<file path="src/rtl/fibonacci_index_decoder_if.sv">
// Request/response channel for the Fibonacci index decoder.
//   in_valid/in_ready/in_value   : value to decode (master -> decoder)
//   out_valid/out_ready          : result handshake (decoder -> master)
//   out_is_fib/out_index         : result payload
//   busy                         : decoder is not idle
// The master modport is the requester's view; the slave modport is the decoder's.
interface fibonacci_index_decoder_if #(
  parameter int WIDTH = 32,
  parameter int IDX_W = 7
);
  logic             in_valid;
  logic             in_ready;
  logic [WIDTH-1:0] in_value;
  logic             out_valid;
  logic             out_ready;
  logic             out_is_fib;
  logic [IDX_W-1:0] out_index;
  logic             busy;

  modport master (
    output in_valid, in_value, out_ready,
    input  in_ready, out_valid, out_is_fib, out_index, busy
  );

  modport slave (
    input  in_valid, in_value, out_ready,
    output in_ready, out_valid, out_is_fib, out_index, busy
  );
endinterface

</file>
<file path="src/rtl/fibonacci_index_decoder.sv">
// Fibonacci index decoder.
// Accepts a WIDTH-bit value, then walks F(0)=0, F(1)=1, F(n)=F(n-1)+F(n-2)
// one term per clock until the current term reaches or passes the value.
// Reports whether the value is a Fibonacci number and the index of the match
// (or of the first term greater than the value).
// Ports:
//   clk  : clock
//   rst  : asynchronous, active-high reset; discards any search in flight
//   bus  : slave side of fibonacci_index_decoder_if (request, result, busy)
module fibonacci_index_decoder #(
  parameter int    WIDTH     = 32,
  parameter int    IDX_W     = 7,
  parameter string DUMP_NAME = "fibonacci_index_decoder_dump"
) (
  input  logic                            clk,
  input  logic                            rst,
  fibonacci_index_decoder_if.slave        bus
);

  localparam logic [1:0] IDLE   = 2'd0;
  localparam logic [1:0] SEARCH = 2'd1;
  localparam logic [1:0] RESP   = 2'd2;

  logic [1:0]       state;
  // Two extra bits keep a+b from wrapping: the first term above 2^WIDTH-1 is
  // below 2^(WIDTH+1), and the term after it is still below 2^(WIDTH+2).
  logic [WIDTH+1:0] a;
  logic [WIDTH+1:0] b;
  logic [IDX_W-1:0] k;
  logic [WIDTH-1:0] target;
  logic             is_fib_q;
  logic [IDX_W-1:0] index_q;
  logic [WIDTH+1:0] target_ext;

  assign target_ext = {2'b00, target};

  // Handshake flags depend on registered state only, so there is no
  // combinational path from in_valid or out_ready to any output.
  assign bus.in_ready   = (state == IDLE);
  assign bus.out_valid  = (state == RESP);
  assign bus.busy       = (state != IDLE);
  assign bus.out_is_fib = is_fib_q;
  assign bus.out_index  = index_q;

  // NOTE: all state below uses non-blocking assignments so every register
  // samples the pre-edge values of the others (a<=b and b<=a+b rely on it).
  // NOTE: the reset is asynchronous, so it sits in the sensitivity list and
  // takes effect without waiting for a clock edge.
  always_ff @(posedge clk or posedge rst) begin
    if (rst) begin
      state    <= IDLE;
      a        <= '0;
      b        <= {{(WIDTH+1){1'b0}}, 1'b1};
      k        <= '0;
      target   <= '0;
      is_fib_q <= 1'b0;
      index_q  <= '0;
    end else begin
      case (state)
        IDLE: begin
          if (bus.in_valid) begin
            target <= bus.in_value;
            a      <= '0;
            b      <= {{(WIDTH+1){1'b0}}, 1'b1};
            k      <= '0;
            state  <= SEARCH;
          end
        end

        SEARCH: begin
          // Testing equality before advancing makes value 1 resolve to
          // index 1 rather than the duplicate term at index 2.
          if (a == target_ext) begin
            is_fib_q <= 1'b1;
            index_q  <= k;
            state    <= RESP;
          end else if (a > target_ext) begin
            is_fib_q <= 1'b0;
            index_q  <= k;
            state    <= RESP;
          end else begin
            a <= b;
            b <= a + b;
            k <= k + 1'b1;
          end
        end

        RESP: begin
          if (bus.out_ready) begin
            is_fib_q <= 1'b0;
            index_q  <= '0;
            state    <= IDLE;
          end
        end

        default: state <= IDLE;
      endcase
    end
  end

endmodule

</file>
<file path="src/flat_wrapper.sv">
// flat-port wrapper written by rule: the top's interface ports become plain ports
module fibonacci_index_decoder_flat 
#(
  parameter int    WIDTH     = 32,
  parameter int    IDX_W     = 7,
  parameter string DUMP_NAME = "                            "
)
  (clk, rst, bus_in_valid, bus_in_value, bus_out_ready, bus_in_ready, bus_out_valid, bus_out_is_fib, bus_out_index, bus_busy);
  fibonacci_index_decoder_if #(.WIDTH(WIDTH), .IDX_W(IDX_W)) bus_i ();
  input  logic clk;
  input  logic rst;
  input wire logic [$bits(bus_i.in_valid)-1:0] bus_in_valid;
  input wire logic [$bits(bus_i.in_value)-1:0] bus_in_value;
  input wire logic [$bits(bus_i.out_ready)-1:0] bus_out_ready;
  output wire logic [$bits(bus_i.in_ready)-1:0] bus_in_ready;
  output wire logic [$bits(bus_i.out_valid)-1:0] bus_out_valid;
  output wire logic [$bits(bus_i.out_is_fib)-1:0] bus_out_is_fib;
  output wire logic [$bits(bus_i.out_index)-1:0] bus_out_index;
  output wire logic [$bits(bus_i.busy)-1:0] bus_busy;
  assign bus_i.in_valid = bus_in_valid;
  assign bus_i.in_value = bus_in_value;
  assign bus_i.out_ready = bus_out_ready;
  assign bus_in_ready = bus_i.in_ready;
  assign bus_out_valid = bus_i.out_valid;
  assign bus_out_is_fib = bus_i.out_is_fib;
  assign bus_out_index = bus_i.out_index;
  assign bus_busy = bus_i.busy;
  fibonacci_index_decoder #(.WIDTH(WIDTH), .IDX_W(IDX_W), .DUMP_NAME(DUMP_NAME)) u_core (.clk(clk), .rst(rst), .bus(bus_i));
endmodule
</file>
<file path="config.mk">
export PLATFORM = sky130hd
export DESIGN_NAME = fibonacci_index_decoder_flat
export DESIGN_NICKNAME = d
export VERILOG_FILES = /design/src/rtl/fibonacci_index_decoder_if.sv /design/src/rtl/fibonacci_index_decoder.sv /design/src/flat_wrapper.sv
export SDC_FILE = /design/constraint.sdc
export NUM_CORES = 1
export LEC_CHECK = 0
export BUFFER_PORTS_ARGS = -buffer_cell sky130_fd_sc_hd__buf_4
export CORE_ASPECT_RATIO = 1.75
export CORE_MARGIN = 2
export CORE_UTILIZATION = 30
export DETAILED_ROUTE_END_ITERATION = 10
export GPL_ROUTABILITY_DRIVEN = 0
export SLEW_MARGIN = 20
export SYNTH_ARGS = -nofsm -noshare
export SYNTH_HDL_FRONTEND = slang
export SYNTH_SLANG_ARGS = --single-unit
</file>
<file path="constraint.sdc">
create_clock -name clk -period 11.4 [get_ports clk]
set_clock_uncertainty 0.15 [all_clocks]
set_input_delay 1.14 -clock clk [delete_from_list [all_inputs] [get_ports clk]]
set_output_delay 1.14 -clock clk [all_outputs]
set_load 0.03 [all_outputs]
</file>
==> results of run 1 <==
area by class of cell:
cell class                      count  area [um^2]
Clock inverter                      7          140
Timing Repair Buffer               52          390
Clock buffer                       24          522
Inverter                           49          186
Multi-Input combinational cell    529         4030
Tap cell                          308          385
Fill cell                        2423        15300
Sequential cell                   117         2930
power breakdown:
part	switching [mW]	internal (mW)	total, mW	leakage (nW)
Sequential	0.111	0.560	0.671	1.55
Combinational	0.531	0.353	0.884	2.49
Clock	0.195	0.405	0.601	0.321
placed cells by master, fill, tap and decap left out, types with 18 or more instances in the layout:
cell type  count
dfrtp_1      116
a21oi_1       37
o2bb2ai_1     32
nand2_1       34
xnor2_1       19
mux2i_1       30
mux2_2        33
a21o_1        34
inv_1         47
ha_1          69
o21ai_0       57
buf_4         52
nand3_1       48
nor2_1        18
metal layers:
metal / GRT usage / vias up
met5: 0 / -
met1: 0.160 / 2692
met4: 0.0579 / 0
met2: 0.264 / 63
li1: - / 2754
met3: 0.0268 / 21
path summary, 6_finish.rpt:
| path | cells past startpoint | end | slack (ns) | from |
|---|---|---|---|---|
| hold reg to reg | 1 | u_core.target[13]$_DFFE_PP0P_ | 0.35 | u_core.target[13]$_DFFE_PP0P_ |
| max in group asynchronous | 3 | u_core.b[24]$_DFFE_PP0P_ | 9.16 | rst |
| setup reg to reg | 9 | u_core.b[26]$_DFFE_PP0P_ | 7.43 | u_core.state[1]$_DFFE_PP0P_ |
| min in group asynchronous | 2 | u_core.target[9]$_DFFE_PP0P_ | 0.73 | rst |
| hold / removal | 1 | u_core.target[13]$_DFFE_PP0P_ | 0.35 | u_core.target[13]$_DFFE_PP0P_ |
| setup / recovery | 9 | u_core.b[26]$_DFFE_PP0P_ | 7.43 | u_core.state[1]$_DFFE_PP0P_ |
cell families after synthesis:
group / Yosys count
compound gates: 213
flops: 117
simple gates: 154
xor+xnor: 29
buf+inv: 85
fa+ha+maj: 70
mux: 63
Yosys cell counts, drive strengths merged (6+ instances only):
cell,instances
dfrtp,116
ha,69
o21ai,57
inv,49
nand3,48
a21oi,38
a21o,34
nand2,34
mux2,33
o2bb2ai,32
mux2i,30
clkbuf,27
xnor2,19
nor2,18
nor3,11
xor2,10
and3,9
buf,9
nand4,9
o21a,9
o31ai,6
critical path, cell delays in order, from the launching register on:
cell and delay, ns:
dfrtp_1 0.39, inv_1 0.09, ha_1 0.18, inv_2 0.27, or4_1 0.60, or4_1 0.61, or2_4 0.42, buf_4 0.42
a31o_1 0.31, or3b_1 0.36
flip-flops by register name (all words and copies together) (netlist names):
signal / cells
u_core.a: 34
u_core.b: 34
u_core.bus.out_index: 7
u_core.bus.out_is_fib: 1
u_core.k: 7
u_core.state: 2
u_core.target: 32
==> summary.txt, run 1 <==
Run status
  – Status: finished clean

Clock tree
  – Later-pin clock latency in the skew report: 0.42 ns
  – Clock Path Buffers: 2
  – H-tree levels: 4
  – # resized after CTS: 0
  – Root buf cell: clkbuf_16
  – CTS tree: yes
  – Clock Pin Slew Worst Setup and Hold Paths: around 0.060 ns
  – Post-CTS Hold Fix Bufs: 0
  – CTS Buf Count: 17
  – Sink Count: around 120
  – Post-CTS Setup Bufs: 0

Placed design
  – Dpl cell area: between 7000 and 8000 um^2
  – DP Wirelength: 12300 um
  – Placed Instances: 1055
  – Port bufs: 46
  – Pre-CTS setup slack: 7.44 ns

Floorplanning
  – Initial Util: 0.305
  – Core box area: 23900 um^2
  – Die W: 122 um
  – Die H: 210 um
  – Die Area: 25600 um^2
  – I/O pin cnt: 47
  – FP Rows: 75

Power and ir drop
  – Final Power: 2.16 mW
  – Leakage: 4.35 nW
  – Pwr Density: 251 nW/um^2
  – Maximum VDD drop: 0.117 mV

Critical path
  – Worst EP required: 11.55 ns
  – Worst EP arrival: 4.12 ns
  – Endpoint class of the critical path: register
  – Critical path type: register to register
  – Worst Setup Start Kind: register
  – Crit Path Max Fanout: 72

STA
  – Measured slew at the worst slew-check pin: 0.821 ns
  – Final setup fails: 0
  – Final Cycle Share: 0.348
  – Fmax: 0.252 GHz
  – Max Slew Vio Count: 0
  – RSZ-0062 raised after global routing: no
  – Max-slew headroom: 0.451
  – Final min period: 3.97 ns
  – Final Hold Viols: 0
  – Fin Hold WS: 0.353 ns
  – Final WS setup: about 7.4 ns
  – Final TNS setup: 0 ns

Detailed routing
  – DR vias: 5530
  – ANT nets after route: 0
  – Remaining DRCs: 0
  – WL met1: approximately 7000 um
  – Iter 0 DRT Violations: between 200 and 250
  – First-pass iteration count of the detailed router: 4
  – Metal3 WL: 389 um
  – DRT Wirelength: between 15000 and 20000 um
  – Vias per cell: about 5
  – Max Used Layer: met4
  – DR WL met2: 9270 um
  – Wire per inst: 15.8 um

Global route
  – Largest net degree at the start of global routing: 73
  – Global-route wire length before repair: 29100 um
  – GRT Residual Overflow: 0
  – All-Layer GR Usage: 0.144
  – Antenna violations before repair: 0
  – Vias in the first global route: 5761

Synthesis
  – Synth Area in XOR/XNOR: 0.0348
  – Post-synthesis mux area share: 0.0921
  – Syn Nets: between 800 and 900
  – Synth Area in Simple Gates: 0.107
  – Synth area leaders: dfrtp_1 (40%), ha_1 (12%), mux2_2 (5.1%)
  – Yosys warning count: 0
  – Post-Synth Adder-Cell Area: 0.121
  – Post-Synthesis Cell Area: 7300 um^2
  – Async SR Flop Fraction: 1.00
  – Largest family of logic cells by synthesized area: compound AO/OA/AOI/OAI gates
  – Post-Synthesis Cells: 731
  – Compound-Gate Fraction of Synth Area: 0.197
  – Synthesized flop and latch total: 117
  – Number of enable flip-flop cells after synthesis: 0
  – Prevailing post-synth register cell: dfrtp_1
  – Largest area contributor in the netlist: dfrtp_1
  – Register area share after synthesis: 0.401
  – Count of cell types in the netlist: 60
  – Avg Inst Size Synth: 9.98 um^2
  – Top-area cell type share of the netlist area: 0.398

Layout
  – Final Util: 0.359
  – Area delta synth->final: 17.6%
  – Fin cells: 1086
  – Finished Cell Area: 8580 um^2
  – Share of layout cells above drive strength 1: 0.166
  – ANT cells: 0
  – Nets: 872

Min path
  – Worst Hold Class: register to register

Job
  – Number of max-cap violations: 0
(Power assumes the default switching activity.)
==> run 2: changes to the inputs <==
==> constraint.sdc (replaced) <==
create_clock -name clk -period 3.8 [get_ports clk]
set_clock_uncertainty 0.15 [all_clocks]
set_input_delay 0.38 -clock clk [delete_from_list [all_inputs] [get_ports clk]]
set_output_delay 0.38 -clock clk [all_outputs]
set_load 0.03 [all_outputs]
==> summary.txt, run 2 (synthesized netlist as in run 1, its figures left out) <==
Global route
  – Global-route wire length before repair: about 29000 um
  – All-Layer GR Usage: 0.144
  – Antenna violations before repair: 0
  – Largest net degree at the start of global routing: 61
  – Vias in the first global route: 5676
  – GRT Residual Overflow: 0

Power and ir drop
  – Leakage: roughly 4.4 nW
  – Switch share: 0.400
  – Internal power: 3.85 mW
  – Pwr Density: 745 nW/um^2
  – Combinational fraction of design power: 0.425
  – Maximum VDD drop: roughly 0.32 mV
  – Seq pwr share: 0.314
  – Switching power: approximately 2.6 mW
  – Clock network fraction of design power: 0.261

STA
  – Final TNS setup: 0 ns
  – RSZ-0062 raised after global routing: no
  – Final Hold Viols: 0
  – Max Slew Vio Count: 0
  – Final setup fails: 0
  – Max-slew headroom: 0.486
  – Final Cycle Share: 0.915
  – Final WS setup: roughly 0.32 ns
  – Final min period: 3.48 ns
  – Fmax: 0.288 GHz
  – Measured slew at the worst slew-check pin: ~0.77 ns

Layout
  – Most common cell after layout, fill and taps aside: dfrtp_1
  – Share of layout cells above drive strength 1: 0.173
  – ANT cells: 0
  – Final Util: 0.360
  – FF/Latch Area: 2930 um^2
  – Nets: 879
  – Commonest cells after routing, fill and taps aside: dfrtp_1 (116), ha_1 (69), o21ai_0 (57)
  – Multi-input gate area: between 4000 and 5000 um^2
  – Fin cells: about 1100
  – Area delta synth->final: 18.1%
  – Filler cell count: approximately 2400
  – Top flop regs: u_core.a: 34 flops, u_core.b: 34 flops, u_core.target: 32 flops

Clock tree
  – CTS tree: yes
  – Root buf cell: clkbuf_16
  – Clock Path Buffers: 2
  – Later-pin clock latency in the skew report: 0.43 ns
  – H-tree levels: 4
  – Sink Count: 117
  – Clock Pin Slew Worst Setup and Hold Paths: 0.06 ns
  – # resized after CTS: 0
  – CTS Buf Count: 17
  – Post-CTS Setup Bufs: 0

Detailed routing
  – DR vias: about 5600
  – First-pass iteration count of the detailed router: 4
  – ANT nets after route: 0
  – Vias per cell: 5.08
  – Wire per inst: 16.0 um
  – WL met1: about 7100 um
  – Iter 0 DRT Violations: 297
  – Max Used Layer: met4
  – DR WL met2: roughly 9400 um
  – DRT Wirelength: 17500 um
  – Remaining DRCs: 0
  – Metal3 WL: about 580 um

Placed design
  – Placed Instances: 1061
  – Pre-CTS setup slack: 0.340 ns
  – Port bufs: 46
  – DP Wirelength: 12900 um

Min path
  – Worst Hold Class: primary input to register

Critical path
  – Endpoint class of the critical path: register
  – Worst EP required: 3.96 ns
  – Worst EP arrival: roughly 3.6 ns
  – Worst Setup Start Kind: register
  – Critical path type: register to register
  – Crit Path Max Fanout: 4

Floorplanning
  – Die W: 122 um
  – Die Area: 25600 um^2
  – Die H: 210 um
  – I/O pin cnt: 47
  – FP Rows: 75
  – Initial Util: 0.305
  – Core box area: 23900 um^2

Run status
  – Status: finished clean

Job
  – Number of max-cap violations: 0
run 2: changes by cell type in the layout (fill, tap and decap cells not counted), sizes merged:
cell,delta
clkbuf,-6
dlygate4sd3,+1
clkinvlp,+2
inv,+2
buf,+6
clkinv,+4
bufinv,-1
run 2: stage by stage:
| stage | cell area, um^2 | power [mW] | hold slack, ns |
|---|---|---|---|
| 3_5_place_dp | 7990 | 4.79 | 0.343 |
| 3_3_place_gp | 7990 | 4.74 | 0.339 |
| 6_report | 8620 | 6.42 | 0.0310 |
| 5_1_grt | 8620 | 6.93 | 0.0104 |
| 2_1_floorplan | 7300 | 4.03 | 0.317 |
| 4_1_cts | 8620 | 6.51 | 0.0113 |
run 2: layout make-up:
type | count | share of cell area
Multi-Input combinational cell | 529 | 0.468
Sequential cell | 117 | 0.340
Timing Repair Buffer | 59 | 0.0546
Clock buffer | 18 | 0.0510
Tap cell | 308 | 0.0447
Inverter | 49 | 0.0216
Clock inverter | 14 | 0.0206
run 2: worst max-delay path, cell delays in order, from the launching register on:
cell,delay [ns]
dfstp_2,0.54
ha_1,0.18
inv_1,0.06
fa_1,0.39
nor2b_1,0.16
o2111ai_1,0.18
a311oi_1,0.58
o311ai_1,0.19
a21oi_1,0.26
o311ai_0,0.21
nand4b_1,0.13
or3b_1,0.34
run 2: what timing repair did:
| item | in CTS | in global routing |
|---|---|---|
| hold endpoints to repair | 59 | 0 |
| endpoints found under the setup margin | 0 | 0 |
| hold buffers | 1 | 0 |
run 2: metal layers:
| metal | vias to the layer above | global-route usage |
|---|---|---|
| li1 | 2773 | - |
| met1 | 2685 | 0.159 |
| met2 | 78 | 0.262 |
| met3 | 26 | 0.0314 |
| met4 | 0 | 0.0626 |
| met5 | - | 0 |
run 2: worst paths after layout:
| path | depth (start not counted) | slack (ns) | startpoint | end |
|---|---|---|---|---|
| setup reg to reg | 11 | 0.32 | u_core.b[0]$_DFFE_PP1P_ | u_core.b[26]$_DFFE_PP0P_ |
| max in group asynchronous | 4 | 2.18 | rst | u_core.b[0]$_DFFE_PP1P_ |
| setup / recovery | 11 | 0.32 | u_core.b[0]$_DFFE_PP1P_ | u_core.b[26]$_DFFE_PP0P_ |
| min in group asynchronous | 3 | 0.51 | rst | u_core.bus.out_index[6]$_DFFE_PP0P_ |
| hold reg to reg | 1 | 0.35 | u_core.target[8]$_DFFE_PP0P_ | u_core.target[8]$_DFFE_PP0P_ |
| hold / removal | 2 | 0.03 | bus_in_value[1] | u_core.target[1]$_DFFE_PP0P_ |
run 2: power groups by stage:
stage / Combinational [mW] / Sequential, mW / Clock [mW]
after global placement: 2.71 / 2.03 / 0
after floorplan: 2.08 / 1.95 / 0
after detailed placement: 2.75 / 2.05 / 0
final: 2.73 / 2.02 / 1.68
after CTS: 2.77 / 2.02 / 1.72
after global routing: 3.07 / 2.09 / 1.77
==> run 3: changes to the inputs <==
--- a/config.mk
+++ b/config.mk
@@ -11,7 +11,7 @@
 export CORE_UTILIZATION = 30
 export DETAILED_ROUTE_END_ITERATION = 10
 export GPL_ROUTABILITY_DRIVEN = 0
-export SLEW_MARGIN = 20
+export RECOVER_POWER = 50
 export SYNTH_ARGS = -nofsm -noshare
 export SYNTH_HDL_FRONTEND = slang
 export SYNTH_SLANG_ARGS = --single-unit
==> summary.txt, run 3 (synthesized netlist as in run 1, its figures left out) <==
Clock tree
  – # resized after CTS: 0
  – Later-pin clock latency in the skew report: 0.43 ns
  – Sink Count: 117
  – Clock Path Buffers: 2
  – Post-CTS Hold Fix Bufs: 1
  – Clock Pin Slew Worst Setup and Hold Paths: 0.06 ns
  – CTS tree: yes
  – Root buf cell: clkbuf_16
  – CTS Buf Count: 17
  – H-tree levels: 4
  – Post-CTS Setup Bufs: 0

STA
  – Final WS setup: 0.317 ns
  – Final Hold Viols: 0
  – RSZ-0062 raised after global routing: no
  – Fin Hold WS: 0.0305 ns
  – Max-slew headroom: -0.564
  – Final min period: 3.48 ns
  – Max Slew Vio Count: 60
  – Fmax: 0.287 GHz
  – Final TNS setup: 0 ns
  – Final Cycle Share: 0.917
  – Final setup fails: 0
  – Measured slew at the worst slew-check pin: 2.34 ns

Detailed routing
  – Remaining DRCs: 0
  – ANT nets after route: 0
  – Vias per cell: 5.09
  – First-pass iteration count of the detailed router: 4
  – Iter 0 DRT Violations: roughly 300
  – DR vias: 5566
  – Wire per inst: ~16 um
  – DRT Wirelength: 17500 um

Placed design
  – Port bufs: 46
  – DP Wirelength: 12900 um
  – Pre-CTS setup slack: roughly 0.34 ns
  – Dpl cell area: 7990 um^2

Min path
  – Worst hold endpoint: u_core.target[1]$_DFFE_PP0P_
  – Min-delay src: bus_in_value[1]
  – Worst Hold Class: primary input to register
  – WHS Path Cells: 2

Critical path
  – CP Launch Point: u_core.b[0]$_DFFE_PP1P_
  – Critical path type: register to register
  – Crit Path Max Fanout: 4
  – Worst EP required: 3.95 ns
  – Flop2flop setup slack: 0.32 ns
  – Worst Setup Start Kind: register
  – Crit Reg-Reg Startpoint: u_core.b[0]$_DFFE_PP1P_
  – Critical R2R Capture: u_core.b[26]$_DFFE_PP0P_
  – Worst Reg-to-Reg Cells: 11
  – Worst EP arrival: 3.64 ns
  – Endpoint class of the critical path: register

Layout
  – Filler cell count: 2432
  – Most common cell after layout, fill and taps aside: dfrtp_1
  – Top flop regs: u_core.a: 34 flops, u_core.b: 34 flops, u_core.target: 32 flops
  – Finished Cell Area: 8580 um^2
  – ANT cells: 0
  – Share of layout cells above drive strength 1: 0.162
  – Area delta synth->final: 17.6%
  – Commonest cells after routing, fill and taps aside: dfrtp_1 (116), ha_1 (69), o21ai_0 (57)
  – Nets: 879

Global route
  – GRT Residual Overflow: 0
  – Largest net degree at the start of global routing: 61
  – Global-route wire length before repair: 29000 um
  – All-Layer GR Usage: 0.144
  – Antenna violations before repair: 0
  – Vias in the first global route: between 5000 and 6000

Floorplanning
  – Die H: between 200 and 250 um
  – Die Area: 25600 um^2
  – Core box area: 23900 um^2
  – Die W: around 120 um
  – Initial Util: 0.305
  – FP Rows: 75
  – I/O pin cnt: 47

Run status
  – Failing checks: capacitance limit, slew limit
  – Status: finished with violations

Power and ir drop
  – Seq pwr share: 0.315
  – Clock network fraction of design power: 0.261
  – Internal power: about 3.8 mW
  – Leakage: 4.33 nW
  – Combinational fraction of design power: 0.424
  – Switching power: 2.57 mW
  – Final Power: 6.41 mW
  – Switch share: 0.400
  – Pwr Density: 747 nW/um^2
  – Maximum VDD drop: around 0.32 mV

Job
  – Number of max-cap violations: 1
==> run 3: cell types whose count changed in the layout (fill, tap and decap cells not counted) <==
cell      delta
inv_4        -1
inv_1        +1
clkbuf_1     +8
buf_4        -9
clkbuf_4     +1
==> run 3: through the flow <==
stage | util | std cells
global placement | 0.334 | 1061
finish | 0.359 | 1094
floorplan | - | 731
detailed placement | 0.334 | 1061
CTS | 0.360 | 1094
global route | 0.359 | 1094
==> run 3: critical path: stages, from the launching register on <==
cell and delay, ns:
dfstp_2 0.54, ha_1 0.18, inv_1 0.06, fa_1 0.39
nor2b_1 0.16, o2111ai_1 0.18, a311oi_1 0.58, o311ai_1 0.19
a21oi_1 0.26, o311ai_0 0.21, nand4b_1 0.13, or3b_1 0.34
==> run 3: power by group through the flow <==
stage	Clock, mW	Combinational [mW]	Sequential (mW)
finish	1.67	2.72	2.02
global route	1.77	3.06	2.09
CTS	1.72	2.77	2.02
detailed placement	0	2.75	2.05
global placement	0	2.71	2.03
floorplan	0	2.08	1.95
==> run 3: worst max-delay path by stage <==
stage / to / slack (ns) / depth (start not counted)
2_1_floorplan: u_core.a[0]$_DFFE_PP0P_ / 0.17 / 1
3_3_place_gp: u_core.bus.out_is_fib$_DFFE_PP0P_ / 0.45 / 10
3_5_place_dp: u_core.b[26]$_DFFE_PP0P_ / 0.34 / 11
4_1_cts: u_core.b[26]$_DFFE_PP0P_ / 0.34 / 11
5_1_grt: u_core.b[26]$_DFFE_PP0P_ / 0.09 / 11
6_report: u_core.b[26]$_DFFE_PP0P_ / 0.32 / 11
==> run 3: area by class of cell <==
type                    instances  area (um^2)  share of cell area
well taps                     308          385              0.0449
inverters                      49          184              0.0214
clock buffers                  18          439              0.0512
flip-flops and latches        117         2930               0.341
clock inverters                14          178              0.0207
multi-input cells             529         4030               0.469
repair buffers                 59          440              0.0513
==> run 3: metal layers <==
metal,GRT usage,wire [um],vias to the layer above
met4,0.0626,480,0
met3,0.0314,600,26
met1,0.159,7040,2685
li1,-,-,2773
met2,0.262,9390,82
met5,0,0,-
